$ cat src/rtl/conv_sa_ctrl_pkg.sv
`default_nettype none
// +----------------------------------------------------------------------+
// | Module      : conv_sa_ctrl_pkg                                       |
// | Description : Shared constants, FSM state codes and tap-order        |
// |               indices for the systolic-array convolution controller. |
// | Revision    : 1.0 - initial release                                  |
// +----------------------------------------------------------------------+
package conv_sa_ctrl_pkg;

   // Default datapath and timing constants
   localparam int N      = 8;    // element width
   localparam int TAPS   = 9;    // taps per filter (3x3)
   localparam int LAT    = 10;   // accept edge to engine result sample edge
   localparam int HOLD   = 9;    // cycles a window is held on the engine
   localparam int FDEPTH = 4;    // result FIFO depth

   // Controller states
   localparam logic [2:0] ST_IDLE   = 3'd0;
   localparam logic [2:0] ST_LOAD_W = 3'd1;
   localparam logic [2:0] ST_RUN    = 3'd2;
   localparam logic [2:0] ST_DRAIN  = 3'd3;
   localparam logic [2:0] ST_DONE   = 3'd4;

   // Engine tap order: index 0 sits in the LSBs of eng_W / eng_G
   localparam int TAP_00 = 0;
   localparam int TAP_01 = 1;
   localparam int TAP_02 = 2;
   localparam int TAP_03 = 3;
   localparam int TAP_10 = 4;
   localparam int TAP_11 = 5;
   localparam int TAP_12 = 6;
   localparam int TAP_13 = 7;
   localparam int TAP_14 = 8;

endpackage
`default_nettype wire

$ cat src/rtl/conv_sa_ctrl_res_fifo.sv
`default_nettype none
// +----------------------------------------------------------------------+
// | Module      : conv_res_fifo                                          |
// | Description : Synchronous result FIFO with occupancy count, full and |
// |               empty flags. Simultaneous push and pop both honoured.  |
// | Revision    : 1.0 - initial release                                  |
// +----------------------------------------------------------------------+
module conv_res_fifo #(
   parameter int WIDTH = 32,
   parameter int DEPTH = 4
) (
   input  logic                     Clk,
   input  logic                     Rst_n,
   input  logic                     push,
   input  logic [WIDTH-1:0]         push_data,
   input  logic                     pop,
   output logic [WIDTH-1:0]         pop_data,
   output logic [$clog2(DEPTH):0]   count,
   output logic                     full,
   output logic                     empty
);

   localparam int AW = $clog2(DEPTH);

   logic [WIDTH-1:0] mem [DEPTH];
   logic [AW-1:0]    wr_ptr;
   logic [AW-1:0]    rd_ptr;
   logic             do_push;
   logic             do_pop;

   assign empty    = (count == '0);
   assign full     = (count == (AW+1)'(DEPTH));
   assign do_pop   = pop && !empty;
   // A push into a full FIFO is accepted only when a pop frees the slot
   assign do_push  = push && (!full || do_pop);
   assign pop_data = mem[rd_ptr];

   // Storage and pointers; depth is a power of two so pointers wrap naturally
   always_ff @(posedge Clk or negedge Rst_n) begin
      if (!Rst_n) begin
         for (int i = 0; i < DEPTH; i++) mem[i] <= '0;
         wr_ptr <= '0;
         rd_ptr <= '0;
      end else begin
         if (do_push) begin
            mem[wr_ptr] <= push_data;
            wr_ptr      <= wr_ptr + AW'(1);
         end
         if (do_pop) rd_ptr <= rd_ptr + AW'(1);
      end
   end

   // Occupancy tracking
   always_ff @(posedge Clk or negedge Rst_n) begin
      if (!Rst_n) begin
         count <= '0;
      end else begin
         case ({do_push, do_pop})
            2'b10:   count <= count + (AW+1)'(1);
            2'b01:   count <= count - (AW+1)'(1);
            default: count <= count;
         endcase
      end
   end

`ifndef SYNTHESIS
   // The controller's credit check must never let a push hit a full FIFO
   a_no_overflow : assert property (@(posedge Clk) disable iff (!Rst_n)
                                    !(push && full && !pop));
`endif

endmodule
`default_nettype wire

$ cat src/rtl/conv_sa_ctrl.sv
`default_nettype none
// +----------------------------------------------------------------------+
// | Module      : conv_sa_ctrl                                           |
// | Description : Job controller for a 3x3 systolic-array convolution    |
// |               engine: loads filter taps, paces windows into the      |
// |               engine, and collects its results into a FIFO.          |
// | Revision    : 1.0 - initial release                                  |
// +----------------------------------------------------------------------+
module conv_sa_ctrl #(
   parameter int N      = conv_sa_ctrl_pkg::N,
   parameter int LAT    = conv_sa_ctrl_pkg::LAT,
   parameter int HOLD   = conv_sa_ctrl_pkg::HOLD,
   parameter int FDEPTH = conv_sa_ctrl_pkg::FDEPTH
) (
   input  logic             Clk,
   input  logic             Rst_n,
   input  logic             start,
   input  logic [15:0]      num_win,
   output logic             busy,
   output logic             done,
   input  logic             wt_valid,
   output logic             wt_ready,
   input  logic [N-1:0]     wt_w,
   input  logic [N-1:0]     wt_g,
   input  logic             win_valid,
   output logic             win_ready,
   input  logic [9*N-1:0]   win_data,
   output logic             eng_compute_SA,
   output logic [9*N-1:0]   eng_F,
   output logic [9*N-1:0]   eng_W,
   output logic [9*N-1:0]   eng_G,
   input  logic [2*N-1:0]   eng_C1,
   input  logic [2*N-1:0]   eng_C2,
   output logic             res_valid,
   input  logic             res_ready,
   output logic [4*N-1:0]   res_data
);

   import conv_sa_ctrl_pkg::*;

   localparam int BCW = $clog2(TAPS + 1);
   localparam int HCW = $clog2(HOLD + 1);
   localparam int IFW = $clog2(LAT + 1);
   localparam int FCW = $clog2(FDEPTH) + 1;

   logic [2:0]       state;
   logic [2:0]       state_nxt;
   logic [15:0]      remaining;
   logic [BCW-1:0]   beat_cnt;
   logic [HCW-1:0]   hold_cnt;
   logic [LAT-1:0]   vld_pipe;
   logic [IFW-1:0]   in_flight;
   logic [9*N-1:0]   tap_w;
   logic [9*N-1:0]   tap_g;
   logic [FCW-1:0]   fifo_count;
   logic             fifo_full;
   logic             fifo_empty;
   logic             wt_accept;
   logic             win_accept;
   logic             last_beat;
   logic             credit_ok;
   logic             push;
   logic             pop;

   // Handshake and status decode
   assign busy           = (state != ST_IDLE);
   assign done           = (state == ST_DONE);
   assign wt_ready       = (state == ST_LOAD_W);
   assign eng_compute_SA = (state == ST_RUN) || (state == ST_DRAIN);
   // Windows already in the engine plus results waiting must fit in the FIFO
   assign credit_ok      = (int'(in_flight) + int'(fifo_count)) < FDEPTH;
   assign win_ready      = (state == ST_RUN) && (remaining != '0) &&
                           (hold_cnt == '0) && credit_ok && !fifo_full;
   assign wt_accept      = wt_valid && wt_ready;
   assign win_accept     = win_valid && win_ready;
   assign last_beat      = (beat_cnt == BCW'(TAP_14));
   assign push           = vld_pipe[LAT-1];
   assign pop            = res_valid && res_ready;
   assign res_valid      = !fifo_empty;
   assign eng_W          = tap_w;
   assign eng_G          = tap_g;

   // Next-state logic for the job sequencer
   always_comb begin
      state_nxt = state;
      case (state)
         ST_IDLE:   if (start) state_nxt = ST_LOAD_W;
         ST_LOAD_W: if (wt_accept && last_beat)
                       state_nxt = (remaining == '0) ? ST_DRAIN : ST_RUN;
         ST_RUN:    if ((remaining == '0) || (win_accept && remaining == 16'd1))
                       state_nxt = ST_DRAIN;
         ST_DRAIN:  if ((in_flight == '0) && fifo_empty) state_nxt = ST_DONE;
         ST_DONE:   state_nxt = ST_IDLE;
         default:   state_nxt = ST_IDLE;
      endcase
   end

   // State, job counters and window hold timer
   always_ff @(posedge Clk or negedge Rst_n) begin
      if (!Rst_n) begin
         state     <= ST_IDLE;
         remaining <= '0;
         beat_cnt  <= BCW'(TAP_00);
         hold_cnt  <= '0;
      end else begin
         state <= state_nxt;
         if (state == ST_IDLE) begin
            if (start) remaining <= num_win;
            beat_cnt <= BCW'(TAP_00);
            hold_cnt <= '0;
         end else begin
            if (wt_accept) beat_cnt <= beat_cnt + BCW'(1);
            if (win_accept) begin
               remaining <= remaining - 16'd1;
               hold_cnt  <= HCW'(HOLD - 1);
            end else if (hold_cnt != '0) begin
               hold_cnt <= hold_cnt - HCW'(1);
            end
         end
      end
   end

   // Tap registers: written one beat at a time, only while loading weights
   always_ff @(posedge Clk or negedge Rst_n) begin
      if (!Rst_n) begin
         tap_w <= '0;
         tap_g <= '0;
      end else if (wt_accept) begin
         tap_w[beat_cnt*N +: N] <= wt_w;
         tap_g[beat_cnt*N +: N] <= wt_g;
      end
   end

   // Feature window register held on the engine until the next accept
   always_ff @(posedge Clk or negedge Rst_n) begin
      if (!Rst_n)          eng_F <= '0;
      else if (win_accept) eng_F <= win_data;
   end

   // Result-valid shift line mirroring engine latency, plus occupancy count
   always_ff @(posedge Clk or negedge Rst_n) begin
      if (!Rst_n) begin
         vld_pipe  <= '0;
         in_flight <= '0;
      end else begin
         vld_pipe  <= {vld_pipe[LAT-2:0], win_accept};
         in_flight <= in_flight + IFW'(win_accept) - IFW'(push);
      end
   end

   conv_res_fifo #(
      .WIDTH (4*N),
      .DEPTH (FDEPTH)
   ) u_res_fifo (
      .Clk       (Clk),
      .Rst_n     (Rst_n),
      .push      (push),
      .push_data ({eng_C2, eng_C1}),
      .pop       (pop),
      .pop_data  (res_data),
      .count     (fifo_count),
      .full      (fifo_full),
      .empty     (fifo_empty)
   );

endmodule
`default_nettype wire

$ cat config.mk
export PLATFORM = sky130hd
export DESIGN_NAME = conv_sa_ctrl
export DESIGN_NICKNAME = d
export VERILOG_FILES = /design/src/rtl/conv_sa_ctrl_pkg.sv /design/src/rtl/conv_sa_ctrl_res_fifo.sv /design/src/rtl/conv_sa_ctrl.sv
export SDC_FILE = /design/constraint.sdc
export NUM_CORES = 1
export LEC_CHECK = 0
export ABC_AREA = 1
export CAP_MARGIN = 20
export CORE_MARGIN = 8
export CORE_UTILIZATION = 30
export DETAILED_ROUTE_END_ITERATION = 6
export HOLD_SLACK_MARGIN = 0.15
export SYNTH_ARGS = -nofsm -noshare
export SYNTH_HDL_FRONTEND = slang
export SYNTH_HIERARCHICAL = 1
export SYNTH_SLANG_ARGS = --single-unit
$ cat constraint.sdc
create_clock -name Clk -period 3.8 [get_ports Clk]
set_clock_uncertainty 0.2 [all_clocks]
set_input_delay 0.95 -clock Clk [delete_from_list [all_inputs] [get_ports Clk]]
set_output_delay 0.95 -clock Clk [all_outputs]
set_load 0.005 [all_outputs]
==> results of run 1 <==
==> cells in the mapped netlist (4+ instances only) <==
library cell,n
a21oi_1,36
nand3_1,54
nand3_2,6
buf_4,4
buf_2,73
nor3_1,8
nand2_2,5
o21ai_1,91
clkbuf_1,38
nand4_1,136
xor2_1,4
nor2_2,8
o21ai_0,102
buf_1,15
inv_2,12
nor2_1,138
inv_1,65
o22ai_1,33
xnor2_1,5
ha_1,18
dfrtp_1,392
nand2_1,757
==> metrics by stage <==
step	util, %	hold WS, ns	instance area, um^2	setup TNS [ns]
4_1_cts	41.2	0.151	23600	0
2_1_floorplan	-	0.131	17300	0
5_1_grt	41.2	0.158	23600	-0.000771
6_report	41.2	0.145	23600	0
3_3_place_gp	38.4	0.132	22000	0
3_5_place_dp	38.4	0.135	22000	0
==> placed cells by master, fill, tap and decap left out, drive strengths merged, types with 2 or more instances in the layout <==
cell	synthesis	routed
a21oi	36	36
buf	94	49
bufinv	0	2
clkbuf	38	67
clkdlybuf4s50	0	394
clkinv	0	14
dfrtp	392	392
dlygate4sd3	0	2
fa	2	2
ha	18	18
inv	79	79
mux2i	3	3
nand2	762	762
nand3	61	61
nand3b	2	2
nand4	137	137
nor2	148	148
nor3	8	8
o21a	3	3
o21ai	193	193
o22ai	33	33
o31ai	2	2
or2	2	2
xnor2	5	5
xor2	4	4
==> path summary, 6_finish.rpt <==
| kind | start | end | slack (ns) |
|---|---|---|---|
| max reg2reg | u_res_fifo/count[1]$_DFFE_PN0P_ | in_flight[2]$_DFF_PN0_ | 1.05 |
| max | remaining[0]$_DFFE_PN0P_ | win_ready | 0.15 |
| min reg2reg | vld_pipe[2]$_DFF_PN0_ | vld_pipe[3]$_DFF_PN0_ | 0.15 |
| min | vld_pipe[2]$_DFF_PN0_ | vld_pipe[3]$_DFF_PN0_ | 0.15 |
| min in group asynchronous | Rst_n | u_res_fifo/mem[23]$_DFFE_PN0P_ | 0.24 |
| max in group asynchronous | Rst_n | eng_W[21]$_DFFE_PN0P_ | 2.21 |
==> worst register-to-register path, delay by kind of cell, from the launching register on <==
family,cells,cell delay [ns]
buffers and inverters,2,0.10
and+or+nand+nor,4,0.58
adders and majority gates,4,1.13
xor gates and xnor gates,1,0.14
DFF,1,0.46
==> cells by family after synthesis <==
kind of cell | Yosys count | share of synthesized area, %
AND/OR/NAND/NOR | 1120 | 27.5
flip-flops | 392 | 56.8
AO/OA/AOI/OAI | 270 | 8.19
buffers and inverters | 211 | 5.32
adder cells (fa/ha/maj) | 20 | 1.54
XOR/XNOR | 9 | 0.457
multiplexers | 3 | 0.174
==> power by group <==
| group | leakage [nW] | switching [mW] | internal (mW) |
|---|---|---|---|
| clock network | 0.767 | 1.84 | 2.64 |
| logic | 5.13 | 2.59 | 1.72 |
| registers | 5.42 | 0.266 | 4.48 |
| total | 11.3 | 4.70 | 8.83 |
==> state kept, by name, indices dropped and copies added, names as in the netlist <==
register and cells:
beat_cnt 4, eng_F 72, remaining 16, hold_cnt 4, state 3, vld_pipe 10
eng_G 72, u_res_fifo/rd_ptr 2, u_res_fifo/mem 128, in_flight 4, eng_W 72, u_res_fifo/count 3
u_res_fifo/wr_ptr 2
==> area by class of cell <==
class                   instances  area share (%)
flip-flops and latches        392            41.6
multi-input cells            1422            27.7
repair buffers                445            18.7
clock buffers                  67            5.77
well taps                     765            4.06
inverters                      79            1.28
clock inverters                17           0.849
==> per-layer routing <==
metal	track usage (%)	part of all wire, %	up-vias
met5	0	0.027	-
met4	6.41	3.3	2
met3	6.73	9.7	106
met2	28.5	46	557
met1	21.3	41	7523
li1	-	-	7346
==> timing repair <==
action / CTS / global route
pin swaps: 0 / 0
hold endpoints to repair: 2 / 0
setup endpoints to repair: 1 / 13
hold buffers: 2 / 0
gates resized for setup: 1 / 1
==> impl_metrics.tcl, run 1 <==
set metrics [dict create \
    ys_seq_area_share_pct 56.8 \
    detail-route-antenna-nets 0 \
    synthCells 2025 \
    grt_pass1_wl_um 93200 \
    hold_viol 0 \
    grt_max_degree 100 \
    pre_cts_ws_ns 0.563 \
    syn-num-nets 2187 \
    multi_input_comb_area_um2 6540 \
    dp_hpwl_um 41500 \
    rows 88 \
    layout_setup_ws_ns 0.146 \
    area_growth_pct 36.7 \
    io_pins 396 \
    drc 0 \
    cpMostUsedCell "nand2_1" \
    routedWlPerCell_um 18.7 \
    dieHeight_um 256 \
    hold_path_depth 0 \
    post_cts_buffers 0 \
    place_inst 3101 \
    yosys-top-cells-area "dfrtp_1, nand2_1, nand4_1" \
    max_clock_freq_ghz 0.274 \
    cts_sinks 392 \
    fp.dieW_um 256 \
    leakagePower_nw 11.3 \
    cp-end-kind "output port" \
    clock_latency_ns 0.57 \
    ys.flop_type "dfrtp_1" \
    synth_edf_count 0 \
    worst-path-max-fanout 5 \
    port_buffers 395 \
    critPathTopFamily "simple AND/OR/NAND/NOR gates" \
    finalPower_mw 13.5 \
    async_flop_share_pct 100 \
    dieArea_um2 65500 \
    p_per_area_nw_per_um2 574 \
    core_um2 57300 \
    final_layout_size_suffix_gt1_share_pct 6.94 \
    cts_tree "built" \
    drv_cap 0 \
    antenna_cells 0 \
    first_pass_iters 6 \
    cts_buffers 46 \
    synth.top_cell.area_share_pct 56.8 \
    totalWireLength_um 59500 \
    cp_cell_sequence "inv_1 > ha_1 > nand2_2 > nor2_2 > nand2_1 > nand2_1 > nor3_2 > clkdlybuf4s50_1" \
    viasPerCell 4.87 \
    peakVddDrop_v 0.000434 \
    clockBufferDepth 3 \
    fin_crit_sh_pct 96.2 \
    nFillCells 5676 \
    max_stage_delay_ns 0.54 \
    rr_worst_depth 11 \
    clockRootBuffer "clkbuf_16" \
    worstMarginPinSlew_ns 0.930 \
    vias 15534 \
    crit_cells 8 \
    htree_levels 2 \
    drv_slew 0 \
    seq_area_um2 9810 \
    fin_cells 3187 \
    nNetsFinal 2548 \
    initial_core_util_pct 30.1 \
    cpMaxStageDelayCell "clkdlybuf4s50_1" \
    track_usage_pct 17.6 \
    relSlewSlack_pct 38.0 \
    syn_area_um2 17300 \
    yosys_register_bits 392 \
    antenna_found_initial 1 \
    first_iter_violations 1022 \
    path_class "flip-flop to output port" \
    ys_types 36 \
    required_ns 2.65 \
    cp-start-kind "flip-flop" \
    place.gp.congestion 0.834 \
    fin_crit_ns 3.65 \
    cp.buffers_inverters 2 \
    grt_pass1_vias 15919 \
    yosys_warnings 6 \
    cp.arrival_ns 2.50 \
    gr-total-overflow 0 \
    setup_viol 0 \
    path_clk_slew_ns 0.06 \
    post-synth-top-area-cell "dfrtp_1" \
    syn-mean-instance-area_um2 8.52 \
    outcome "finished clean" \
    hold_path.class "flip-flop to flip-flop" \
]
Note: power is estimated with default switching activity, not from simulation.
==> inputs of run 2 (changes only) <==
SYNTH_HIERARCHICAL = unset   (was 1)
==> run 2 against run 1 <==
Against the previous run:
- worst setup slack better by 0.0015 ns
- via count down 5.1%
- first-iteration DRC count is 0.98% lower
- sequential share of layout area up 0.55 points
- clock-buffer cell count up 6
- sequential cell count unchanged
- critical path type unchanged
- largest power group unchanged
- highest routed layer unchanged
==> impl_metrics.tcl, run 2 <==
set metrics [dict create \
    rr_worst_depth 10 \
    synth.top_cell.area_share_pct 58.5 \
    fp.dieW_um 253 \
    fin_crit_ns 3.65 \
    final_util_pct 42.1 \
    area_growth_pct 38.6 \
    routedWlPerCell_um 18.3 \
    syn_area_um2 16800 \
    place.gp.congestion 0.862 \
    grt_pass1_wl_um 87900 \
    yosys-top-cells-area "dfrtp_1, nand2_1, o21ai_0" \
    path_clk_slew_ns 0.06 \
    met3_length_um 5810 \
    worst-path-max-fanout 29 \
    layout_setup_ws_ns 0.148 \
    outcome "finished clean" \
    muxShareOfSynthArea_pct 0 \
    setup_viol 0 \
    track_usage_pct 17.3 \
    cp.arrival_ns 2.50 \
    largest_reg_flops 128 \
    post-synth-top-area-cell "dfrtp_1" \
    rsz0062_at_grt "true" \
    endpoint "res_data[31]" \
    initial_core_util_pct 30.4 \
    synth_edf_count 0 \
    synthCells 1946 \
    viasPerCell 4.75 \
    core_um2 55200 \
    first_iter_violations 1012 \
    final_layout_size_suffix_gt1_share_pct 5.74 \
    synth.most_common_cell "nand2_1" \
    synthTopCellsByCount "nand2_1, dfrtp_1, o21ai_0" \
    critPathLaunch "u_res_fifo.rd_ptr[0]$_DFFE_PN0P_" \
    worstMarginPinSlew_ns 0.925 \
    drv_cap 0 \
    cts_buffers 46 \
    vias 14734 \
    syn-mean-instance-area_um2 8.62 \
    cts_sinks 392 \
    hold_viol 0 \
    grt_max_degree 100 \
    gr-total-overflow 0 \
    nNetsFinal 2482 \
    relSlewSlack_pct 38.3 \
    fin_crit_sh_pct 96.1 \
    cp-start-kind "flip-flop" \
    drv_slew 0 \
    detail-route-antenna-nets 0 \
    path_class "flip-flop to output port" \
    synth_compound_area_share_pct 13.1 \
    htree_levels 2 \
    cts_tree "built" \
    reg2reg_to "eng_W[24]$_DFFE_PN0P_" \
    final_common_cell "nand2_1" \
    synthAdderAreaFrac_pct 1.73 \
    post_cts_buffers 0 \
    r2r-start "beat_cnt[0]$_DFFE_PN0P_" \
    first_pass_iters 5 \
    clockRootBuffer "clkbuf_16" \
    dieHeight_um 253 \
    leakagePower_nw 10.7 \
    peakVddDrop_v 0.000324 \
    hold_path_depth 0 \
    port_buffers 395 \
    wl_met1_um 23200 \
    max_clock_freq_ghz 0.274 \
    p_per_area_nw_per_um2 583 \
    required_ns 2.65 \
    drc 0 \
    io_pins 396 \
    top_register "u_res_fifo.mem" \
    pre_cts_ws_ns 0.652 \
    ys.flop_type "dfrtp_1" \
    cp-end-kind "output port" \
    yosys.area_share.simple_pct 21.2 \
    dieArea_um2 63800 \
    totalWireLength_um 56800 \
    finalPower_mw 13.6 \
    wl_met2_um 26500 \
    dr.max_layer_used "met5" \
    hold_path.class "flip-flop to flip-flop" \
    ys_seq_area_share_pct 58.5 \
    dp_hpwl_um 39400 \
    syn-num-nets 2110 \
    final_cell_mix "nand2_1, clkdlybuf4s50_1, dfrtp_1" \
    synth_top_family_by_area "simple AND/OR/NAND/NOR gates" \
    ys_types 35 \
    clock_latency_ns 0.60 \
    synth_xor_area_share_pct 0.365 \
    yosys_warnings 0 \
    grt_pass1_vias 14905 \
    rows 86 \
    clockBufferDepth 3 \
    r2r_slack_ns 0.65 \
    async_flop_share_pct 100 \
    yosys_register_bits 392 \
    antenna_found_initial 2 \
]
==> run 2: repair_timing <==
action	in CTS	in global routing
hold buffers	4	0
endpoints found under the setup margin	0	5
gates resized for setup	0	1
hold endpoints to repair	4	0
==> run 2: where the power goes <==
group          switching, mW  internal [mW]
Sequential             0.282           4.46
Clock                   1.81           2.66
Combinational           2.61           1.73
Total                   4.71           8.86
==> run 2: logic make-up (layout without fill, tap and decap cells) <==
kind of cell,after synthesis,after routing
simple gates,885,885
compound gates,424,424
flops,392,392
buf+inv,216,623
fa+ha+maj,22,22
xor+xnor,7,7
other cells,0,1
==> run 2: metal layers <==
metal  vias up  GRT usage (%)
li1       7074              -
met1      7060           21.3
met2       520           27.8
met3        78           6.68
met4         2           5.08
met5         -              0
==> run 2: critical path: stages (launching register included) <==
cell and delay [ns]:
dfrtp_2 0.53, inv_2 0.27, buf_12 0.23, o21ai_0 0.09, o22ai_1 0.23, clkdlybuf4s50_1 0.57
==> run 2: cell type report <==
type                            instances  area, um^2
Multi-Input combinational cell       1338        6120
Fill cell                            5452       31900
Tap cell                              748         936
Clock buffer                           73        1390
Timing Repair Buffer                  435        4450
Inverter                              105         394
Sequential cell                       392        9810
Clock inverter                         10         154
Antenna cell                            1        2.50
==> run 2: through the flow <==
step	instances	setup TNS, ns	hold WS (ns)	area, um^2
floorplan	1946	0	0.131	16800
global placement	3012	0	0.133	21600
detailed placement	3013	0	0.135	21600
CTS	3100	0	0.152	23200
global route	3102	-0.00467	0.158	23300
finish	3102	0	0.147	23300
==> run 2: how the worst min path moves through the flow <==
stage                                     start                     to
final                     vld_pipe[5]$_DFF_PN0_  vld_pipe[6]$_DFF_PN0_
after floorplan           vld_pipe[0]$_DFF_PN0_  vld_pipe[1]$_DFF_PN0_
after global placement    vld_pipe[7]$_DFF_PN0_  vld_pipe[8]$_DFF_PN0_
after global routing      vld_pipe[0]$_DFF_PN0_  vld_pipe[1]$_DFF_PN0_
after detailed placement  vld_pipe[1]$_DFF_PN0_  vld_pipe[2]$_DFF_PN0_
after CTS                 vld_pipe[5]$_DFF_PN0_  vld_pipe[6]$_DFF_PN0_
